`src/rtl/div_sequencer_pkg.sv`:
```
// Shared definitions for the RV32M divide sequencer: operand width, opcode
// encodings, FSM state encoding and small opcode decode helpers.
package div_sequencer_pkg;

  localparam int DIV_XLEN = 32;

  typedef enum logic [1:0] {
    DIV_OP_DIV  = 2'b00,
    DIV_OP_DIVU = 2'b01,
    DIV_OP_REM  = 2'b10,
    DIV_OP_REMU = 2'b11
  } div_op_e;

  typedef enum logic [2:0] {
    ST_IDLE = 3'd0,
    ST_PREP = 3'd1,
    ST_CALC = 3'd2,
    ST_FIX  = 3'd3,
    ST_DONE = 3'd4
  } div_state_e;

  function automatic logic op_is_signed(div_op_e op);
    return (op == DIV_OP_DIV) || (op == DIV_OP_REM);
  endfunction

  function automatic logic op_is_rem(div_op_e op);
    return (op == DIV_OP_REM) || (op == DIV_OP_REMU);
  endfunction

endpackage

```
`src/rtl/div_sequencer_if.sv`:
```
// EX-stage <-> divider handshake: start/op/operands/flush towards the divider,
// busy/done/result back to the pipeline.
interface div_sequencer_if
  import div_sequencer_pkg::*;
#(
  parameter int XLEN = DIV_XLEN
) ();

  logic            start;
  logic [1:0]      op;
  logic [XLEN-1:0] data1;
  logic [XLEN-1:0] data2;
  logic            flush;
  logic            busy;
  logic            done;
  logic [XLEN-1:0] result;

  modport master (
    output start, op, data1, data2, flush,
    input  busy, done, result
  );

  modport slave (
    input  start, op, data1, data2, flush,
    output busy, done, result
  );

endinterface

```
`src/rtl/div_sequencer_step.sv`:
```
// One radix-2 restoring division iteration: shift the next dividend bit into
// the partial remainder, subtract the divisor when it fits.
module div_sequencer_step #(
  parameter int XLEN = 32
) (
  input  logic [XLEN:0]   rem,
  input  logic [XLEN-1:0] dvd,
  input  logic [XLEN-1:0] dvs,
  output logic [XLEN:0]   next_rem,
  output logic [XLEN-1:0] next_dvd,
  output logic            q_bit
);

  // One spare bit above the remainder so the compare never wraps.
  logic [XLEN+1:0] rem_sh;
  logic [XLEN+1:0] dvs_ext;

  assign rem_sh   = {rem, dvd[XLEN-1]};
  assign dvs_ext  = {2'b00, dvs};
  assign q_bit    = (rem_sh >= dvs_ext);
  assign next_rem = q_bit ? (XLEN+1)'(rem_sh - dvs_ext) : rem_sh[XLEN:0];
  assign next_dvd = {dvd[XLEN-2:0], 1'b0};

endmodule

```
`src/rtl/div_sequencer.sv`:
```
// Multi-cycle DIV/DIVU/REM/REMU unit for the EX stage: operand capture, sign
// handling, one restoring step per cycle, RISC-V special-case results.
//
// state | meaning
// ------+----------------------------------------------------------------
// IDLE  | waiting for start; result holds the last completed value
// PREP  | take magnitudes, record signs, detect divide-by-zero / overflow
// CALC  | XLEN restoring iterations, one per cycle
// FIX   | sign-correct, pick quotient or remainder, load result
// DONE  | done pulse; a start here chains straight into PREP
module div_sequencer
  import div_sequencer_pkg::*;
#(
  parameter int XLEN = DIV_XLEN
) (
  input  logic                clk,
  input  logic                rst_n,
  div_sequencer_if.slave      bus
);

  localparam int CNT_W = $clog2(XLEN);
  localparam logic [XLEN-1:0] MIN_VAL = {1'b1, {(XLEN-1){1'b0}}};

  div_state_e       state_q;
  div_op_e          op_q;
  logic [XLEN-1:0]  a_q;
  logic [XLEN-1:0]  b_q;
  logic [XLEN-1:0]  dvd_q;
  logic [XLEN-1:0]  dvs_q;
  logic [XLEN:0]    rem_q;
  logic [XLEN-1:0]  quo_q;
  logic [CNT_W-1:0] cnt_q;
  logic             sign_q;
  logic             sign_r;
  logic             div0_q;
  logic             ovf_q;
  logic             busy_q;
  logic             done_q;
  logic [XLEN-1:0]  result_q;

  logic             signed_op;
  logic             div0_w;
  logic             ovf_w;
  logic [XLEN-1:0]  a_abs;
  logic [XLEN-1:0]  b_abs;
  logic [XLEN:0]    step_rem;
  logic [XLEN-1:0]  step_dvd;
  logic             step_q;
  logic [XLEN-1:0]  q_fix;
  logic [XLEN-1:0]  r_fix;
  logic [XLEN-1:0]  fix_val;

  assign signed_op = op_is_signed(op_q);
  assign div0_w    = (b_q == '0);
  assign ovf_w     = signed_op && (a_q == MIN_VAL) && (b_q == '1);
  assign a_abs     = (signed_op && a_q[XLEN-1]) ? -a_q : a_q;
  assign b_abs     = (signed_op && b_q[XLEN-1]) ? -b_q : b_q;

  div_sequencer_step #(.XLEN(XLEN)) u_step (
    .rem      (rem_q),
    .dvd      (dvd_q),
    .dvs      (dvs_q),
    .next_rem (step_rem),
    .next_dvd (step_dvd),
    .q_bit    (step_q)
  );

  // RISC-V defines fixed results for x/0 and MIN/-1 instead of trapping.
  always_comb begin
    q_fix   = sign_q ? -quo_q : quo_q;
    r_fix   = sign_r ? -rem_q[XLEN-1:0] : rem_q[XLEN-1:0];
    fix_val = '0;
    if (div0_q)
      fix_val = op_is_rem(op_q) ? a_q : '1;
    else if (ovf_q)
      fix_val = op_is_rem(op_q) ? '0 : a_q;
    else
      fix_val = op_is_rem(op_q) ? r_fix : q_fix;
  end

  always_ff @(posedge clk or negedge rst_n) begin
    if (!rst_n) begin
      state_q  <= ST_IDLE;
      op_q     <= DIV_OP_DIV;
      a_q      <= '0;
      b_q      <= '0;
      dvd_q    <= '0;
      dvs_q    <= '0;
      rem_q    <= '0;
      quo_q    <= '0;
      cnt_q    <= '0;
      sign_q   <= 1'b0;
      sign_r   <= 1'b0;
      div0_q   <= 1'b0;
      ovf_q    <= 1'b0;
      busy_q   <= 1'b0;
      done_q   <= 1'b0;
      result_q <= '0;
    end else if (bus.flush) begin
      state_q <= ST_IDLE;
      busy_q  <= 1'b0;
      done_q  <= 1'b0;
    end else begin
      case (state_q)
        ST_IDLE, ST_DONE: begin
          done_q <= 1'b0;
          if (bus.start) begin
            op_q    <= div_op_e'(bus.op);
            a_q     <= bus.data1;
            b_q     <= bus.data2;
            state_q <= ST_PREP;
            busy_q  <= 1'b1;
          end else begin
            state_q <= ST_IDLE;
            busy_q  <= 1'b0;
          end
        end
        ST_PREP: begin
          dvd_q  <= a_abs;
          dvs_q  <= b_abs;
          rem_q  <= '0;
          quo_q  <= '0;
          cnt_q  <= '0;
          sign_q <= signed_op && (a_q[XLEN-1] ^ b_q[XLEN-1]);
          sign_r <= signed_op && a_q[XLEN-1];
          div0_q <= div0_w;
          ovf_q  <= ovf_w;
          state_q <= (div0_w || ovf_w) ? ST_FIX : ST_CALC;
        end
        ST_CALC: begin
          rem_q <= step_rem;
          dvd_q <= step_dvd;
          quo_q <= {quo_q[XLEN-2:0], step_q};
          cnt_q <= cnt_q + CNT_W'(1);
          if (cnt_q == CNT_W'(XLEN-1))
            state_q <= ST_FIX;
        end
        ST_FIX: begin
          result_q <= fix_val;
          state_q  <= ST_DONE;
          busy_q   <= 1'b0;
          done_q   <= 1'b1;
        end
        default: begin
          state_q <= ST_IDLE;
          busy_q  <= 1'b0;
          done_q  <= 1'b0;
        end
      endcase
    end
  end

  assign bus.busy   = busy_q;
  assign bus.done   = done_q;
  assign bus.result = result_q;

endmodule

```
`src/flat_wrapper.sv`:
```
// flat-port wrapper written by rule: the top's interface ports become plain ports
module div_sequencer_flat import div_sequencer_pkg::*;
#(
  parameter int XLEN = DIV_XLEN
)
  (clk, rst_n, bus_start, bus_op, bus_data1, bus_data2, bus_flush, bus_busy, bus_done, bus_result);
  div_sequencer_if #(.XLEN(XLEN)) bus_i ();
  input  logic clk;
  input  logic rst_n;
  input wire logic [$bits(bus_i.start)-1:0] bus_start;
  input wire logic [$bits(bus_i.op)-1:0] bus_op;
  input wire logic [$bits(bus_i.data1)-1:0] bus_data1;
  input wire logic [$bits(bus_i.data2)-1:0] bus_data2;
  input wire logic [$bits(bus_i.flush)-1:0] bus_flush;
  output wire logic [$bits(bus_i.busy)-1:0] bus_busy;
  output wire logic [$bits(bus_i.done)-1:0] bus_done;
  output wire logic [$bits(bus_i.result)-1:0] bus_result;
  assign bus_i.start = bus_start;
  assign bus_i.op = bus_op;
  assign bus_i.data1 = bus_data1;
  assign bus_i.data2 = bus_data2;
  assign bus_i.flush = bus_flush;
  assign bus_busy = bus_i.busy;
  assign bus_done = bus_i.done;
  assign bus_result = bus_i.result;
  div_sequencer #(.XLEN(XLEN)) u_core (.clk(clk), .rst_n(rst_n), .bus(bus_i));
endmodule
```
`config.mk`:
```
export PLATFORM = sky130hd
export DESIGN_NAME = div_sequencer_flat
export DESIGN_NICKNAME = d
export VERILOG_FILES = /design/src/rtl/div_sequencer_pkg.sv /design/src/rtl/div_sequencer_if.sv /design/src/rtl/div_sequencer_step.sv /design/src/rtl/div_sequencer.sv /design/src/flat_wrapper.sv
export SDC_FILE = /design/constraint.sdc
export NUM_CORES = 1
export LEC_CHECK = 0
export ABC_AREA = 1
export BUFFER_PORTS_ARGS = -buffer_cell sky130_fd_sc_hd__buf_4
export CORE_MARGIN = 10
export CORE_UTILIZATION = 50
export DETAILED_ROUTE_END_ITERATION = 16
export MAX_ROUTING_LAYER = met4
export PLACE_DENSITY = 0.68
export SLEW_MARGIN = 20
export SYNTH_ARGS = -nofsm -noshare
export SYNTH_HDL_FRONTEND = slang
export SYNTH_SLANG_ARGS = --single-unit
```
`constraint.sdc`:
```
create_clock -name clk -period 2.16 [get_ports clk]
set_input_delay 0.432 -clock clk [delete_from_list [all_inputs] [get_ports clk]]
set_output_delay 0.432 -clock clk [all_outputs]
set_load 0.01 [all_outputs]
```
# == Word-level counts from Yosys, hierarchy flattened ==
# Index checks and enable logic that the tools add are counted.
# W data, S select, Z words.
# classes
add_sub_neg,6
order_cmp,1
n_eq_ne,11
muxes,24
bitwise,2
reduce_logical,18
# ops
op,count
$mux W32,9
$neg A32 Y32,4
$pmux W32 S2,2
$pmux W33 S2,1
$eq A32 B32 Y1 const B,2
$ge A34 B32 Y1,1
$mux W33,1
$sub A33 B32 Y33,1
$logic_not A32 Y1,1
$pmux W3 S4,1
$pmux W5 S2,1
$eq A3 B2 Y1 const B,2
$mux W3,2
$reduce_and A2 Y1,3
$add A5 B1 Y5 const B,1
$eq A5 B5 Y1 const B,1
$logic_and A1 B1 Y1,5
$mux W1,5
$eq A2 B2 Y1 const B,2
$pmux W1 S2,2
$reduce_or A2 Y1,2
$eq A3 B1 Y1 const B,1
$eq A3 B3 Y1 const B,1
$logic_not A3 Y1,1
other kinds (8),10
# totals
reg_bits,241
in_bits,70

# == Longest topological paths before layout ==
# Gate-level depths: netlist of run 1.
# logic_depth
ltp_word,8
ltp_mapped,16
ltp_nobuf,16

# == Modules after synthesis ==
# Synthesis of run 1 repeated with hierarchy kept, for this count alone.
# hier_totals
hier_cells,2645
hier_area_um2,17201.5
# modules_own_cells
mod,n_inst,cells_per_inst,area_per_inst_um2,seq_area_each_um2
div_sequencer,1,1915,13679.4,6030.8
div_sequencer_step,1,730,3522.1,0.0

# == Worst setup path after synthesis of run 1 ==
# No wires, ideal clock.
# synth_path
path_kind,flip-flop to flip-flop
from,register u_core.dvd_q[31]
to,register u_core.rem_q[17]
t_arrival_ns,1.855
path_slack_ns,0.174
stages_incl_launch_ff,14
period_less_slack_ns,1.986
path_cell_list,dfrtp_1 -> inv_1 -> ha_1 -> inv_1 -> fa_1 -> nand4_1 -> nand3_2 -> nand2_2 -> nand2_2 -> nand2_4 -> clkbuf_8 -> nand3_1 -> nand3_1 -> o21ai_1
# synth_via
elab_chain_cells,3
word_cells_on_any_way,4
classes_between,add/sub: 1; order compare: 1; mux: 2
# synth_rtl
element,line_no,text
start: declaration,div_sequencer.sv:28,logic [XLEN-1:0] dvd_q;
start signal: assignment,div_sequencer.sv:119,dvd_q <= a_abs;
start signal: assignment,div_sequencer.sv:132,dvd_q <= step_dvd;
$sub A33 B32 Y33 or $ge A34 B32 Y1 (tied branches),"div_sequencer_step.sv:21, div_sequencer_step.sv:20",
$mux W33 (*),div_sequencer_step.sv:21,assign next_rem = q_bit ? (XLEN+1)'(rem_sh - dvs_ext) : rem_sh[XLEN:0];
$pmux W33 S2 (*),div_sequencer.sv:104,case (state_q)
end signal: assignment,div_sequencer.sv:131,rem_q <= step_rem;
end: declaration,div_sequencer.sv:30,logic [XLEN:0] rem_q;
# Mark *: on every way between the ends. The rest lies on a longest branch, timed or not.
# A chain may end at the register's enable or synchronous reset.

# == Worst setup path in the final report of run 1 ==
# layout_path
from,register u_core.dvs_q[2]
to,register u_core.rem_q[7]
# layout_via
elab_chain_cells,3
word_cells_on_any_way,4
classes_between,add/sub: 1; order compare: 1; mux: 2
# layout_rtl
element,line_no,text
start: declaration,div_sequencer.sv:29,logic [XLEN-1:0] dvs_q;
start signal: assignment,div_sequencer.sv:120,dvs_q <= b_abs;
$sub A33 B32 Y33 or $ge A34 B32 Y1 (tied branches),"div_sequencer_step.sv:21, div_sequencer_step.sv:20",
$mux W33 (*),div_sequencer_step.sv:21,
$pmux W33 S2 (*),div_sequencer.sv:104,
# Marked as above.

==> summary.md, run 1 <==
| Metric | Value |
|---|---|
| Total leakage power | 10.82 nW |
| Total congestion overflow | 0 |
| Worst setup slack after placement | -199.6 ps |
| Initial DRC count | 1,816 |
| CP max stage delay | slightly below 400 ps |
| Largest area contributor in the synthesized netlist | dfrtp_1 |
| Register-to-register setup slack | -40 ps |
| Worst-case hold slack | 83.49 ps |
| Sequential area share after synthesis | 36.75% |
| Starting Density | 50.57% |
| Routability Congestion | 0.9774 |
| Detail Placement HPWL | 45.97 mm |
| Worst setup EP type | flip-flop |
| Number of global-route vias before repair | 16,820 |
| Total GRT Usage | 29.47% |
| Ordered list of cells on the worst path | inv_2 > ha_4 > buf_4 > nand3_1 > nand2_1 > nand2_1 > nand2_1 > buf_4 > xnor2_1 > nand2_2 > nand3_2 > o21ai_1 |
| Post-layout net count | 2,826 |
| Power per Cell Area | 1622 nW/um^2 |
| EDFF count, synth | 0 |
| Cell family with most CP delay | simple AND/OR/NAND/NOR gates |
| Placed cell count | 3,105 |
| Worst Path Arrival | 2660 ps |
| Chip Width | slightly above 200 um |
| Maximum number of pins on one net before global-route repair | 68 |
| Top-area cell type share of the netlist area | between 30 and 40% |
| Reg-to-reg critical path endpoint | u_core.rem_q[7] |
| Endpoint of the worst hold-timing path | u_core.b_q[11] |
| Max IR drop VDD | 1.015 mV |
| Count of mapped cells out of synthesis | 2,438 |
| Summed area of non-filler cells in the final layout | between 20,000 and 25,000 um^2 |
| Buffer cell driving the clock tree root | clkbuf_16 |
| Kind of critical path | flip-flop to flip-flop |
| Worst-Skew Late Latency | 590 ps |
| CTS tree | done |
| Largest buffer count on any clock path | 3 |
| Share of the clock period used by the worst path | 101.8% |
| Max_slew headroom | approximately two fifths |
| Outcome | finished, violations left |
| Violated checks | setup timing |
| Tot Pwr | 34.68 mW |
| Actual slew at the worst max-slew pin | around 870 ps |
| FF+latch count, synth | 241 |
| Die area | 40,470 um^2 |
| Antenna violations before repair | 0 |
| Number of remaining DRC errors | 0 |
| Reg2reg start | u_core.dvs_q[2] |
| Final routed wire length divided by cell count | 19.15 um |
| Cell depth of the worst min-delay path | 2 |
| Area delta synth->final | 30.30% |
| Final Worst Setup Slack | -38.48 ps |
| Most used flip-flop cell after synthesis | dfrtp_1 |
| Synthesized net count | around 2,500 |
| Worst-case reg-to-reg path depth | 12 |
| Master of the slowest instance on the critical path | dfrtp_1 |
| Class of the tightest hold or removal check | input port to flip-flop |
| Post-route insts no fill | 3,179 |
| Most numerous cell types in the synthesized netlist | nand2_1, nor2_1, inv_1 |
| Required arrival time at the worst endpoint | 2620 ps |
| Wirelength, routed | 60.88 mm |
| Number of sinks handled by clock tree synthesis | 241 |
| Total negative slack | -65.92 ps |
| Antenna fix cells | 0 |
| Clock Pin Slew Worst Setup and Hold Paths | around 60 ps |
| Synthesized cell area | 16,410 um^2 |
| Most instantiated library cell after synthesis | nand2_1 |
| Final worst path period need | approximately 2200 ps |
| Std-Cell Core Area | 32,450 um^2 |
| Number of buffers added by the clock tree synthesis step | 29 |
| Final Hold Viols | 0 |
| Number of synthesis warnings | 0 |
| Worst Setup Start Kind | flip-flop |
| Fraction of final layout cells with drive strength greater than 1 | 22.91% |
| Max Clock Freq | 454.9 MHz |
| Total via count in the routed design | 17,940 |
| Post-Synthesis Mean Instance Area | 6.732 um^2 |
| End-of-flow core utilization | 65.89% |
| Worst path buffer plus inverter count | 3 |
| Beginning of the worst hold path | bus_data2[11] |
| Share of synthesized registers carrying an async set or reset | 100.0% |
| Number of iterations in the first detailed-routing pass | 5 |
| First-pass GRT wire length | 93.43 mm |
| Crit-path max FO | 4 |
| Cells taking the most area after synthesis | dfrtp_1, nand2_1, nand3_1, nor2_1, inv_1 |
| Drt via density | 5.644 |
| Site row count | 66 |
| Number of pins exceeding their max-slew limit in the final report | 0 |
| Number of violations of the max-capacitance limit | 0 |
| Remaining antenna violation count after routing | 0 |
| # setup viols final | 2 |
| Chip Height | a little over 200 um |
| RSZ-0062 raised after global routing | true |
| Yosys cell types | approximately 50 |
| Htree depth | 1 |
| Stages on the worst setup path | 12 |
| Maximum clock skew at final layout | 17.17 ps |
| Cell with the most instances on the worst path | nand2_1 |
| Count of input and output buffers | slightly above 100 |
| Post-Place Cell Area | 19,070 um^2 |
| IO Count | between 100 and 150 |
flip-flops by register name (all words and copies together), names as in the netlist, 5 cells and up:
name / flops
u_core.quo_q: 32
u_core.bus.result: 32
u_core.dvs_q: 32
u_core.cnt_q: 5
u_core.rem_q: 33
u_core.b_q: 32
u_core.dvd_q: 32
u_core.a_q: 32
logic make-up after synthesis:
group           synth area share [%]
simple gates                   33.52
compound gates                 14.74
buf+inv                        9.072
flops                          36.75
xor+xnor                       2.562
fa+ha+maj                      3.095
mux                           0.2668
worst reg2reg max path, cell delays in order (launching register included):
cell	delay [ps]
dfrtp_1	390
inv_2	110
ha_4	220
buf_4	130
nand3_1	140
nand2_1	120
nand2_1	80
nand2_1	110
buf_4	170
xnor2_1	360
nand2_2	100
nand3_2	70
o21ai_1	60
cell usage in the layout, fill, tap and decap left out, types with 11 or more instances in the layout:
master     netlist  final
nor2_1         286    252
nand3_1        237    219
buf_4            1    316
o22ai_1         35     35
nand2_1        657    598
nand2_2          6     45
nor3_1          29     26
ha_4             0     27
nand3_2          6     19
o211ai_1        17     17
nor2_4           2     19
clkbuf_16        0     30
nor2_2          11     28
inv_2            6     23
o221ai_1        11     11
a21oi_1        173    155
o21ai_0        151    138
nand2_4          1     19
inv_1          267    249
dfrtp_1        241    236
nand4_1         39     39
buf_12           1     13
ha_1            39     12
a21oi_2          2     18
o21ai_1         32     36
xor2_1          34     34
where the power goes:
group          internal (mW)  leakage [nW]  switching, mW
Sequential              6.03          3.00           1.38
Clock                   3.21         0.491           2.09
Combinational           8.86          7.33           13.1
Total                   18.1          10.8           16.6
worst max path at each step:
stage	startpoint	endpoint	slack, ps
global route	u_core.dvd_q[31]	u_core.rem_q[7]	-120
floorplan	u_core.dvd_q[31]	u_core.rem_q[17]	170
global placement	u_core.rem_q[13]	u_core.rem_q[20]	-280
finish	u_core.dvs_q[2]	u_core.rem_q[7]	-40
CTS	u_core.dvd_q[31]	u_core.rem_q[28]	-7
detailed placement	u_core.dvd_q[31]	u_core.rem_q[30]	-200
cell type report:
class                   count  area (um^2)
flip-flops and latches    241         6037
multi-input cells        1830         9986
fillers                  2899        11070
clock buffers              40        807.0
inverters                 276         1042
repair buffers            338         2750
clock inverters            12        209.0
well taps                 442        553.0
what timing repair did:
action / in CTS / in global routing
endpoints found under the setup margin: 34 / 72
resized for setup: 59 / 208
cloned: 0 / 1
pin swaps: 5 / 28
buffers inserted: 2 / 18
hold buffers: 1 / 0
endpoints found under the hold margin: 58 / 0
routing by layer:
layer	vias to the layer above	GRT usage (%)	wire length, um
li1	8567	-	-
met1	8501	40.06	27070
met2	752	43.65	26890
met3	121	6.056	5011
met4	0	8.591	1912
met5	-	-	0
Note: power is estimated with default switching activity, not from simulation.
==> run 2: changes to the inputs <==
--- a/config.mk
+++ b/config.mk
@@ -8,10 +8,11 @@
 export ABC_AREA = 1
 export BUFFER_PORTS_ARGS = -buffer_cell sky130_fd_sc_hd__buf_4
 export CORE_MARGIN = 10
-export CORE_UTILIZATION = 50
+export CORE_UTILIZATION = 56
 export DETAILED_ROUTE_END_ITERATION = 16
 export MAX_ROUTING_LAYER = met4
-export PLACE_DENSITY = 0.68
+export PLACE_DENSITY = 0.74
+export SKIP_LAST_GASP = 1
 export SLEW_MARGIN = 20
 export SYNTH_ARGS = -nofsm -noshare
 export SYNTH_HDL_FRONTEND = slang
==> run 2 against run 1 <==
The run still ends with setup timing left. Via count grew 3.3%. Flip-flop and latch count is the same. Register-to-register slack worse by 40 ps. Cell area did not move. Total power is 2.7% higher. Sequential share of layout area barely moved. Critical endpoint is now u_core.rem_q[11].
==> summary.md, run 2 (synthesized netlist as in run 1, its figures left out) <==
| Metric | Value |
|---|---|
| Final Worst Setup Slack | -79.04 ps (-40.56 ps) |
| Power per Cell Area | 1665 nW/um^2 (+2.7%) |
| Starting Density | 57.03% (+6.5 points) |
| Worst-case hold slack | 96.30 ps (+12.81 ps) |
| Number of global-route vias before repair | 17,250 (+2.6%) |
| Outcome | finished, violations left |
| Chip Height | 191.2 um (-5.0%) |
| Fraction of final layout cells with drive strength greater than 1 | 24.13% (+1.2 points) |
| Number of remaining DRC errors | 0 (unchanged) |
| Placed cell count | 3,035 (-2.3%) |
| Share of the clock period used by the worst path | 103.7% (+1.9 points) |
| Remaining antenna violation count after routing | 0 (unchanged) |
| Max_slew headroom | 41.28% (-0.43 points) |
| # setup viols final | 19 (+17) |
| Routability Congestion | 1.032 (+5.5%) |
| Htree depth | 1 (unchanged) |
| RSZ-0062 raised after global routing | true |
| Crit-path max FO | 8 (+4) |
| Area delta synth->final | 30.30% (unchanged) |
| Final routed wire length divided by cell count | 19.51 um (+1.9%) |
| Number of buffers added by the clock tree synthesis step | 27 (-6.9%) |
| Buffer cell driving the clock tree root | clkbuf_16 |
| Max FFs per register | 33 (unchanged) |
| Total leakage power | 10.75 nW (-0.63%) |
| Tot Pwr | 35.61 mW (+2.7%) |
| First-pass GRT wire length | 91.91 mm (-1.6%) |
| Post-route insts no fill | 3,115 (-2.0%) |
| Number of violations of the max-capacitance limit | 0 (unchanged) |
| Maximum clock skew at final layout | 25.54 ps (+8.365 ps) |
| Post-layout net count | 2,821 (-0.18%) |
| Kind of critical path | flip-flop to flip-flop |
| Site row count | 62 (-6.1%) |
| Maximum number of pins on one net before global-route repair | 84 (+24%) |
| Max IR drop VDD | 0.8575 mV (-16%) |
| Die area | 36,560 um^2 (-9.7%) |
| Violated checks | setup timing |
| Register name with the most flops | u_core.rem_q |
| Initial DRC count | 2,033 (+12%) |
| Number of inserted filler cells in the final layout | 2,251 (-22%) |
| IO Count | 104 (unchanged) |
| Class of the tightest hold or removal check | input port to flip-flop |
| Register cell area after layout | 6041 um^2 (about the same) |
| Actual slew at the worst max-slew pin | 880.8 ps (+11.76 ps) |
| Worst Setup Start Kind | flip-flop |
| Total area of multi-input combinational cells | 10,130 um^2 (+1.4%) |
| Clock Pin Slew Worst Setup and Hold Paths | 60 ps (about the same) |
| Post-Place Cell Area | 18,940 um^2 (-0.66%) |
| Worst setup EP type | flip-flop |
| Number of pins exceeding their max-slew limit in the final report | 0 (unchanged) |
| CTS tree | done |
| Wirelength, routed | 60.78 mm (-0.16%) |
| Antenna fix cells | 0 (unchanged) |
| Worst-Skew Late Latency | 570 ps (-20 ps) |
| Final worst path period need | 2239 ps (+40.56 ps) |
| Largest buffer count on any clock path | 3 (unchanged) |
| Max Clock Freq | 446.6 MHz (-1.8%) |
| Total via count in the routed design | 18,530 (+3.3%) |
| Summed area of non-filler cells in the final layout | 21,380 um^2 (unchanged) |
| Total GRT Usage | 32.21% (+2.7 points) |
| Drt via density | 5.950 (+5.4%) |
| Number of sinks handled by clock tree synthesis | 241 (unchanged) |
| Total congestion overflow | 0 (unchanged) |
| Detail Placement HPWL | 44.81 mm (-2.5%) |
| Chip Width | 191.2 um (-5.0%) |
| Number of iterations in the first detailed-routing pass | 6 (+1) |
| Std-Cell Core Area | 28,780 um^2 (-11%) |
| Required arrival time at the worst endpoint | 2630 ps (about the same) |
| Worst Path Arrival | 2710 ps (+50 ps) |
| Leading cell type in the layout, fill and taps excluded | nand2_1 |
| Count of input and output buffers | 103 (unchanged) |
| Antenna violations before repair | 0 (unchanged) |
| Highest-count cells in the layout ignoring fill and taps | nand2_1, buf_4, nor2_1 |
| Final Hold Viols | 0 (unchanged) |
## run 2: worst max-delay path, stage by stage, from the launching register on
cell and delay [ps]:
dfrtp_1 390, inv_2 80, ha_4 130, inv_4 30, fa_2 420, nand4_1 140, nand3_2 90, nand2_2 120
nand2_4 80, nand2_8 120, nand2_8 120, clkbuf_16 200, nand2_4 50, nand3_2 60, o21ai_1 110
## run 2: what timing repair did
action                                  4_1_cts  5_1_grt
gates cloned                                  0        4
pin swaps                                     6       54
setup buffers                                 5       21
resized for setup                            53      257
hold endpoints to repair                     27        0
hold buffers                                  1        0
endpoints found under the setup margin       36       70
## run 2: metrics by stage
stage | TNS [ps] | worst slack [ps] | util, %
floorplan | 0 | 174.4 | -
global placement | -10140 | -337.7 | 65.82
detailed placement | -6909 | -235.1 | 65.82
CTS | -27.48 | -11.63 | 70.36
global route | -4267 | -165.7 | 74.30
finish | -670.4 | -79.04 | 74.30
## run 2: per-layer routing
metal	track usage, %	vias up	share of wire (%)
met5	-	-	0
met4	8.774	0	3.1
met3	4.391	154	9.0
met2	48.78	975	46
met1	44.51	8849	42
li1	-	8556	-
## run 2: cell type report
cell class              instances  area share (%)
clock buffers                  36           3.411
clock inverters                13          0.9245
inverters                     276           4.915
multi-input cells            1832           47.35
flip-flops and latches        241           28.25
well taps                     384           2.247
repair buffers                333           12.90
## run 2: final timing paths
path,to,slack (ps),start,cells past startpoint
min,u_core.b_q[23],100,bus_data2[23],2
max in group asynchronous,u_core.bus.result[6],1020,rst_n,3
min reg2reg,u_core.dvs_q[2],480,u_core.dvs_q[2],2
max,u_core.rem_q[11],-80,u_core.dvd_q[31],14
min in group asynchronous,u_core.quo_q[0],350,rst_n,2
max reg2reg,u_core.rem_q[11],-80,u_core.dvd_q[31],14
## run 2: report_power, final
| group | switching, mW | internal [mW] |
|---|---|---|
| sequential | 1.46 | 6.03 |
| combinational | 13.8 | 9.46 |
| clock | 2.01 | 2.87 |
